[config.mk]
export PLATFORM = sky130hd
export DESIGN_NAME = mem_lsu_axi
export DESIGN_NICKNAME = d
export VERILOG_FILES = /design/src/rtl/mem_lsu_axi.sv
export SDC_FILE = /design/constraint.sdc
export NUM_CORES = 1
export LEC_CHECK = 0
export ABC_AREA = 1
export CAP_MARGIN = 20
export CORE_UTILIZATION = 63
export CTS_CLUSTER_DIAMETER = 200
export DETAILED_ROUTE_END_ITERATION = 16
export DONT_BUFFER_PORTS = 1
export GPL_TIMING_DRIVEN = 0
export PLACE_DENSITY = 0.79
export SLEW_MARGIN = 20
export SYNTH_ARGS = -nofsm -noshare
export SYNTH_HDL_FRONTEND = slang
export SYNTH_SLANG_ARGS = --single-unit
[constraint.sdc]
create_clock -name clk -period 6.7 [get_ports clk]
set_clock_uncertainty 0.05 [all_clocks]
set_input_delay 1.34 -clock clk [delete_from_list [all_inputs] [get_ports clk]]
set_output_delay 1.34 -clock clk [all_outputs]
set_load 0.01 [all_outputs]
[src/rtl/mem_lsu_axi.sv]
// mem_lsu_axi: MEM-stage load/store unit that issues single-beat AXI3 reads and posted writes.
// Latency: loads complete at accept+3 with a zero-wait slave; stores and misaligned requests at accept+1.
// Backpressure: req_ready drops while busy, while a response pulses, when a store meets a full
//   buffer, or when a load must wait for buffered/in-flight stores.
// Ports: clk/reset; req_* MEM-stage request; resp_* completion pulse with error and load data;
//   ar*/r* single-beat read channel; aw*/w*/b* single-beat write channels.

module lsu_fifo #(
  parameter int WIDTH = 8,
  parameter int DEPTH = 4
) (
  input  logic             clk,
  input  logic             reset,
  input  logic             push,
  input  logic [WIDTH-1:0] push_dat,
  input  logic             pop,
  output logic [WIDTH-1:0] head_dat,
  output logic             empty,
  output logic             full
);
  localparam int AW = (DEPTH > 1) ? $clog2(DEPTH) : 1;
  localparam int CW = AW + 1;

  logic [WIDTH-1:0] mem [DEPTH];
  logic [AW-1:0]    wr_ptr;
  logic [AW-1:0]    rd_ptr;
  logic [AW:0]      count;

  // DEPTH is a power of two, so the pointers wrap naturally
  always_ff @(posedge clk or posedge reset) begin
    if (reset) begin
      wr_ptr <= '0;
      rd_ptr <= '0;
      count  <= '0;
    end else begin
      if (push) wr_ptr <= wr_ptr + 1'b1;
      if (pop)  rd_ptr <= rd_ptr + 1'b1;
      case ({push, pop})
        2'b10:   count <= count + 1'b1;
        2'b01:   count <= count - 1'b1;
        default: count <= count;
      endcase
    end
  end

  always_ff @(posedge clk) begin
    if (push) mem[wr_ptr] <= push_dat;
  end

  assign head_dat = mem[rd_ptr];
  assign empty    = (count == '0);
  assign full     = (count == CW'(DEPTH));
endmodule

module mem_lsu_axi #(
  parameter logic [3:0] LOAD_ID    = 4'd1,
  parameter logic [3:0] STORE_ID   = 4'd1,
  parameter int         WBUF_DEPTH = 4,
  parameter bit         KSEG_MAP   = 1'b1
) (
  input  logic        clk,
  input  logic        reset,
  input  logic        req_valid,
  output logic        req_ready,
  input  logic        req_store,
  input  logic [1:0]  req_size,
  input  logic        req_sign,
  input  logic [31:0] req_addr,
  input  logic [31:0] req_wdata,
  output logic        resp_valid,
  output logic        resp_err,
  output logic [31:0] resp_rdata,
  output logic [3:0]  arid,
  output logic [31:0] araddr,
  output logic [3:0]  arlen,
  output logic [2:0]  arsize,
  output logic        arvalid,
  input  logic        arready,
  input  logic [3:0]  rid,
  input  logic [31:0] rdata,
  input  logic        rvalid,
  output logic        rready,
  output logic [3:0]  awid,
  output logic [31:0] awaddr,
  output logic [3:0]  awlen,
  output logic [2:0]  awsize,
  output logic        awvalid,
  input  logic        awready,
  output logic [31:0] wdata,
  output logic [3:0]  wstrb,
  output logic        wlast,
  output logic        wvalid,
  input  logic        wready,
  input  logic [3:0]  bid,
  input  logic        bvalid,
  output logic        bready
);
  typedef enum logic [1:0] {L_IDLE, L_AR, L_R, L_RSP} lstate_t;
  typedef enum logic [1:0] {S_IDLE, S_AWW, S_B}       sstate_t;

  typedef struct packed {
    logic [31:0] addr;
    logic [2:0]  size;
    logic [31:0] data;
    logic [3:0]  strb;
  } wbuf_t;

  lstate_t     lstate;
  sstate_t     sstate;
  wbuf_t       push_ent;
  wbuf_t       head_ent;
  logic        fifo_empty;
  logic        fifo_full;
  logic        fifo_pop;

  logic [31:0] phys;
  logic        misaligned;
  logic [2:0]  req_axsize;
  logic        accept;
  logic        acc_err;
  logic        acc_store;
  logic        acc_load;
  logic [31:0] st_wdata;
  logic [3:0]  st_wstrb;

  logic [1:0]  ld_off;
  logic [1:0]  ld_size;
  logic        ld_sign;
  logic [31:0] ld_shift;
  logic [7:0]  ld_b;
  logic [15:0] ld_h;
  logic [31:0] ld_ext;

  assign arid  = LOAD_ID;
  assign awid  = STORE_ID;
  assign arlen = 4'd0;
  assign awlen = 4'd0;
  assign wlast = 1'b1;

  // kseg0-style window folds onto low physical memory
  assign phys = (KSEG_MAP && req_addr[31:30] == 2'b10) ? {3'b000, req_addr[28:0]} : req_addr;

  assign misaligned = (req_size == 2'd1 && req_addr[0]) ||
                      (req_size[1] && req_addr[1:0] != 2'b00);
  assign req_axsize = (req_size == 2'd3) ? 3'd2 : {1'b0, req_size};

  // Misaligned requests never touch the buffer or the bus, so they skip the ordering terms
  always_comb begin
    req_ready = 1'b0;
    if (lstate == L_IDLE && !resp_valid) begin
      if (misaligned)     req_ready = 1'b1;
      else if (req_store) req_ready = !fifo_full;
      else                req_ready = fifo_empty && sstate == S_IDLE;
    end
  end

  assign accept    = req_valid && req_ready;
  assign acc_err   = accept && misaligned;
  assign acc_store = accept && !misaligned && req_store;
  assign acc_load  = accept && !misaligned && !req_store;

  always_comb begin
    st_wdata = req_wdata;
    st_wstrb = 4'b1111;
    case (req_size)
      2'd0: begin
        st_wdata = {4{req_wdata[7:0]}};
        st_wstrb = 4'b0001 << req_addr[1:0];
      end
      2'd1: begin
        st_wdata = {2{req_wdata[15:0]}};
        st_wstrb = req_addr[1] ? 4'b1100 : 4'b0011;
      end
      default: begin
        st_wdata = req_wdata;
        st_wstrb = 4'b1111;
      end
    endcase
  end

  assign push_ent = '{addr: phys, size: req_axsize, data: st_wdata, strb: st_wstrb};

  lsu_fifo #(.WIDTH($bits(wbuf_t)), .DEPTH(WBUF_DEPTH)) u_wbuf (
    .clk      (clk),
    .reset    (reset),
    .push     (acc_store),
    .push_dat (push_ent),
    .pop      (fifo_pop),
    .head_dat (head_ent),
    .empty    (fifo_empty),
    .full     (fifo_full)
  );

  // Head leaves the buffer only once both AW and W have handshaken (this cycle or earlier)
  assign fifo_pop = (sstate == S_AWW) && (!awvalid || awready) && (!wvalid || wready);

  always_ff @(posedge clk or posedge reset) begin
    if (reset) begin
      sstate  <= S_IDLE;
      awvalid <= 1'b0;
      awaddr  <= '0;
      awsize  <= '0;
      wvalid  <= 1'b0;
      wdata   <= '0;
      wstrb   <= '0;
      bready  <= 1'b0;
    end else begin
      case (sstate)
        S_IDLE: begin
          if (!fifo_empty) begin
            awvalid <= 1'b1;
            wvalid  <= 1'b1;
            awaddr  <= head_ent.addr;
            awsize  <= head_ent.size;
            wdata   <= head_ent.data;
            wstrb   <= head_ent.strb;
            sstate  <= S_AWW;
          end
        end
        S_AWW: begin
          if (awready) awvalid <= 1'b0;
          if (wready)  wvalid  <= 1'b0;
          if (fifo_pop) begin
            bready <= 1'b1;
            sstate <= S_B;
          end
        end
        S_B: begin
          if (bvalid && bid == STORE_ID) begin
            bready <= 1'b0;
            sstate <= S_IDLE;
          end
        end
        default: sstate <= S_IDLE;
      endcase
    end
  end

  assign ld_shift = rdata >> {ld_off, 3'b000};
  assign ld_b     = ld_shift[7:0];
  assign ld_h     = ld_off[1] ? rdata[31:16] : rdata[15:0];

  always_comb begin
    case (ld_size)
      2'd0:    ld_ext = {{24{ld_sign & ld_b[7]}}, ld_b};
      2'd1:    ld_ext = {{16{ld_sign & ld_h[15]}}, ld_h};
      default: ld_ext = rdata;
    endcase
  end

  always_ff @(posedge clk or posedge reset) begin
    if (reset) begin
      lstate     <= L_IDLE;
      arvalid    <= 1'b0;
      araddr     <= '0;
      arsize     <= '0;
      rready     <= 1'b0;
      resp_valid <= 1'b0;
      resp_err   <= 1'b0;
      resp_rdata <= '0;
      ld_off     <= '0;
      ld_size    <= '0;
      ld_sign    <= 1'b0;
    end else begin
      resp_valid <= 1'b0;
      resp_err   <= 1'b0;
      case (lstate)
        L_IDLE: begin
          if (acc_err) begin
            resp_valid <= 1'b1;
            resp_err   <= 1'b1;
          end else if (acc_store) begin
            resp_valid <= 1'b1;
          end else if (acc_load) begin
            arvalid <= 1'b1;
            araddr  <= phys;
            arsize  <= req_axsize;
            ld_off  <= req_addr[1:0];
            ld_size <= req_size;
            ld_sign <= req_sign;
            lstate  <= L_AR;
          end
        end
        L_AR: begin
          if (arready) begin
            arvalid <= 1'b0;
            rready  <= 1'b1;
            lstate  <= L_R;
          end
        end
        L_R: begin
          if (rvalid && rid == LOAD_ID) begin
            rready     <= 1'b0;
            resp_rdata <= ld_ext;
            resp_valid <= 1'b1;
            lstate     <= L_RSP;
          end
        end
        L_RSP: lstate <= L_IDLE;
        default: lstate <= L_IDLE;
      endcase
    end
  end
endmodule
# == Word level (Yosys, flattened, before mapping) ==
# Memory sizes are Yosys's and may differ from the RTL's. A register that Yosys moved wholly into a read port is not among the register bits.
# Cells that the tools add are included.
# word_totals
ramBits,280
output_inout_bits,163
reg_bits,93
mem_count,1
input_bits,116
# mem_list
name,depth,word_bits,rd,rd_clocked_by_memory_dff,wr,line,text
u_wbuf.mem,4,70,1,1,1,24,logic [WIDTH-1:0] mem [DEPTH];
# classes
addsub,4
n_eq_ne,24
bitwise,5
n_shift,2
reduce_logical,43
mux,44
# ops
operator,count
32-bit one-hot mux with 2 select lines,2
32-bit two-way mux,1
32-bit by 5-bit right shift with 8-bit output,1
1-bit two-way mux,20
2-bit two-way mux,9
2-bit inequality test (second input constant),9
16-bit two-way mux,1
3-bit AND reduction,5
1-bit logical AND,13
2-bit == test (second input constant),6
1-bit one-hot mux with 2 select lines,6
2-bit nonzero test,6
2-bit by 1-bit == test with 1-bit output (second input constant),5
5-bit AND reduction,2
4-bit by 1-bit == test with 1-bit output (second input constant),2
2-bit zero test,4
2-bit one-hot mux with 4 select lines,1
4-bit one-hot mux with 2 select lines,1
1-bit zero test,6
2-bit one-hot mux with 3 select lines,1
3-bit one-hot mux with 2 select lines,1
2-bit by 1-bit adder with 2-bit output (second input constant),2
4-bit two-way mux,1
2-bit AND reduction,2
10 further kinds,15

# == Logic depth before layout (Yosys ltp) ==
# depth
word_depth,12
mapped_depth,13
ltp_nobuf,13

# == Cells and area by module ==
# A second synthesis with hierarchy kept.
# unflattened
hier_cells,1589
hier_area_um2,18710.4
# by_module_without_submodules
module,seq_area_each_um2,cells_per_inst,instances,area_per_inst_um2
lsu_fifo,8703.3,878,1,11826.3
mem_lsu_axi,3778.6,711,1,6884.1

# == Least setup slack after synthesis ==
# No wires, ideal clock.
# synth_timing
path_type,input to register
startpoint,input port req_addr[1]
endpoint,"memory u_wbuf.mem[0][0] (netlist name), enable pin"
t_arrival_ns,4.906
t_required_ns,6.151
path_slack_ns,1.245
cell_stages,7
path_buffers,0
setup_ns,0.499
path_cell_list,nand2_2 nand2_1 o21ai_1 nand3_2 and3_1 nand2_1 nor2_1
# synth_via
elab_chain_cells,10
# synth_rtl
element,line,text
from (decl),68,"input logic [31:0] req_addr,"
2-bit nonzero test *,144,(req_size[1] && req_addr[1:0] != 2'b00);
1-bit logical AND *,144,
1-bit logical OR *,143,assign misaligned = (req_size == 2'd1 && req_addr[0]) ||
1-bit two-way mux,151,if (misaligned) req_ready = 1'b1;
1-bit two-way mux,150,if (lstate == L_IDLE && !resp_valid) begin
1-bit logical AND,157,assign accept = req_valid && req_ready;
1-bit logical AND * (2 in series),159,assign acc_store = accept && !misaligned && req_store;
1-bit two-way mux *,47,if (push) mem[wr_ptr] <= push_dat;
1-bit two-way mux (not written as such) *,47,
to (decl),24,
# Every way passes the cells marked *; elsewhere a longest branch is shown, timed or not.

# == Worst setup path after layout ==
# layout_timing
startpoint,input port req_addr[0]
endpoint,output port req_ready
# layout_via
elab_chain_cells,5
# layout_rtl
element,line,text
2-bit nonzero test,144,
1-bit logical AND,144,
1-bit logical OR *,143,
1-bit two-way mux *,151,
1-bit two-way mux *,150,
to (decl),64,"output logic req_ready,"
# Marked as above.

==> flow_metrics.tcl <==
set metrics [dict create \
    grt_pass1_wl_mm 67.65 \
    clkPwrFrac_pct 26.8 \
    cts_tree "done" \
    cts_resized 0 \
    fmax_ghz 0.2979 \
    hold_class "reg2reg" \
    tightest_slew_ns 0.8579 \
    syn_avg_cell_area_sq_um 11.23 \
    drt-met1-wl_mm 16.19 \
    nets 1772 \
    vias_per_cell 5.958 \
    comb_power_share_pct 28.7 \
    cp-end-kind "output port" \
    reg2reg_depth 9 \
    p_per_area_nw_per_um2 444.5 \
    die_x_um 169.3 \
    netlist_area_sq_um 17620 \
    antenna_cells 0 \
    internal-power_uw 5602 \
    die-area_sq_um 28650 \
    crit_start "req_addr[0]" \
    via_count 12231 \
    switching_power_uw 3288 \
    hold_viol_final 0 \
    path_clk_slew_ns 0.06 \
    status "finished clean" \
    grt_overflow 0 \
    first_pass_iters 6 \
    r2r_end "u_wbuf.mem[1][18]" \
    place_area_sq_um 18590 \
    critPathArrivalTime_ns 1.97 \
    total_power_uw 8890 \
    rrSetupSlack_ns 3.70 \
    swShare_pct 36.99 \
    portBuffers 0 \
    cts_setup_buffers 0 \
    post-route-min-period_ns 3.356 \
    detail-route-antenna-nets 0 \
    ys_top_cells_by_area "edfxtp_1 (48%), dfrtp_1 (22%), nor2_1 (7.8%)" \
    clock_latency_ns 0.54 \
    synth_cell_types 39 \
    grt_antenna_before_repair 1 \
    gr-usage-all-layers_pct 31.51 \
    ioPinCount 279 \
    path_max_fanout 6 \
    synth_common_cells "nor2_1 (367), edfxtp_1 (280), nand2_1 (207)" \
    wirelength_mm 44.44 \
    first_iter_violations 1500 \
    irDropWorstVdd_mv 0.2483 \
    pre_cts_ws_ns 2.927 \
    ctsHoldBuffers 0 \
    p_leak_uw 0.007774 \
    setup_violations 0 \
    drc_errors 0 \
    maxSlewHeadroom_pct 42.59 \
    async_flop_share_pct 35.93 \
    first_global_vias 12332 \
    grt_max_degree 87 \
    synth-edff-count 280 \
    period_share_pct 50.09 \
    wl_per_cell_um 21.64 \
    synthCells 1569 \
    critPathKind "in2out" \
    yosysTopAreaCell "edfxtp_1" \
    final_max_slew_viol_count 0 \
    crit_end "req_ready" \
    reg2reg_from "lstate[0]" \
    wl_met3_mm 5.074 \
    synth_ff_type "edfxtp_1" \
    stdcell_area_sq_um 20000 \
    cts-root-buf "clkbuf_16" \
    cts_buffers 43 \
    fin_ws_ns 3.344 \
    synth_top_area_share_pct 47.71 \
    drive_gt1_share_pct 10.59 \
    dpl.cell_count 1973 \
    ys_ff_latch 437 \
    numClockSinks 437 \
    core.rowCount 60 \
    instances_no_fill 2053 \
    yosys_warnings 0 \
    die_h_um 169.3 \
    power_frac_seq_pct 44.6 \
    rsz0062_at_grt "false" \
    start_util_pct 64.85 \
    clock_path_buffers 3 \
    seq_area_frac_synth_pct 70.00 \
    dr.max_layer_used "met4" \
    core-area_sq_um 27180 \
    gp_congestion 0.9049 \
    area_growth_pct 13.49 \
    cap_violations 0 \
    cts.htree.levels 2 \
    dp_hpwl_mm 29.26 \
    met2_length_mm 21.76 \
    required_ns 5.31 \
    cp-start-kind "input port" \
    synth_most_common_cell "nor2_1" \
]
[registers in the layout, summed over array words and instances (netlist names), 2 cells and up]
name / cells
wstrb: 4
resp_rdata: 32
ld_size: 2
awaddr: 32
sstate: 2
u_wbuf.rd_ptr: 2
lstate: 2
araddr: 32
u_wbuf.wr_ptr: 2
wdata: 32
arsize: 2
awsize: 2
u_wbuf.count: 3
u_wbuf.mem: 280
[area by class of cell]
cell class / count / area (sq um)
repair buffers: 15 / 397.9
fillers: 1782 / 7174
inverters: 57 / 221.5
flip-flops and latches: 437 / 12340
multi-input cells: 983 / 4614
clock buffers: 61 / 1215
clock inverters: 19 / 197.7
well taps: 372 / 465.4
plain buffers: 109 / 553.0
[per-stage QoR]
step / hold slack, ns / utilization [%] / TNS, ns
after global routing: 0.4737 / 73.60 / 0
final: 0.4428 / 73.60 / 0
after CTS: 0.4410 / 73.60 / 0
after floorplan: 0.4076 / - / 0
after global placement: 0.4229 / 66.80 / -529.18
after detailed placement: 0.4282 / 68.40 / 0
[worst max-delay path, cell delays in order]
cell	delay, ns
inv_2	0.08
nand2_1	0.06
o21ai_1	0.13
nand3_2	0.14
and2_1	0.21
[kinds of logic after synthesis]
family	after synthesis	synth area share, %
fa+ha+maj	10	0.7525
xor+xnor	4	0.1988
other cells	2	0.04261
buf+inv	166	4.352
simple gates	619	13.84
compound gates	324	10.37
flops	437	70.00
mux	7	0.4473
[worst min path at each step]
| stage | depth (start not counted) | startpoint | slack, ns | to |
|---|---|---|---|---|
| after CTS | 1 | u_wbuf.count[0] | 0.44 | u_wbuf.count[0] |
| final | 1 | u_wbuf.count[0] | 0.44 | u_wbuf.count[0] |
| after floorplan | 1 | u_wbuf.count[0] | 0.41 | u_wbuf.count[0] |
| after global placement | 1 | u_wbuf.count[0] | 0.42 | u_wbuf.count[0] |
| after global routing | 1 | u_wbuf.count[2] | 0.47 | u_wbuf.count[2] |
| after detailed placement | 1 | u_wbuf.count[0] | 0.43 | u_wbuf.count[0] |
[layout by cell type (no fill, tap or decap), types with 12 or more instances in the layout]
cell,n
nand2_2,12
a2bb2oi_1,16
a31oi_1,70
o21ai_1,18
nand2_1,207
inv_1,46
a21oi_1,30
clkbuf_16,44
buf_16,13
buf_4,20
conb_1,19
clkbuf_1,64
dfrtp_1,157
nand3_1,17
edfxtp_1,280
o21ai_0,167
buf_2,31
nor2_1,363
[power by group through the flow]
stage	Combinational [uW]	Sequential [uW]	Clock [uW]
2_1_floorplan	1780	3850	0
3_3_place_gp	2360	4000	0
3_5_place_dp	2500	4000	0
4_1_cts	2530	3960	2400
5_1_grt	2820	4010	2510
6_report	2550	3960	2380
[metal layers]
metal / up-vias / GRT usage, %
li1: 5501 / -
met1: 5893 / 39.35
met2: 738 / 53.39
met3: 99 / 8.279
met4: 0 / 11.20
met5: - / 0
No activity file was read; power rests on OpenSTA's default activity.
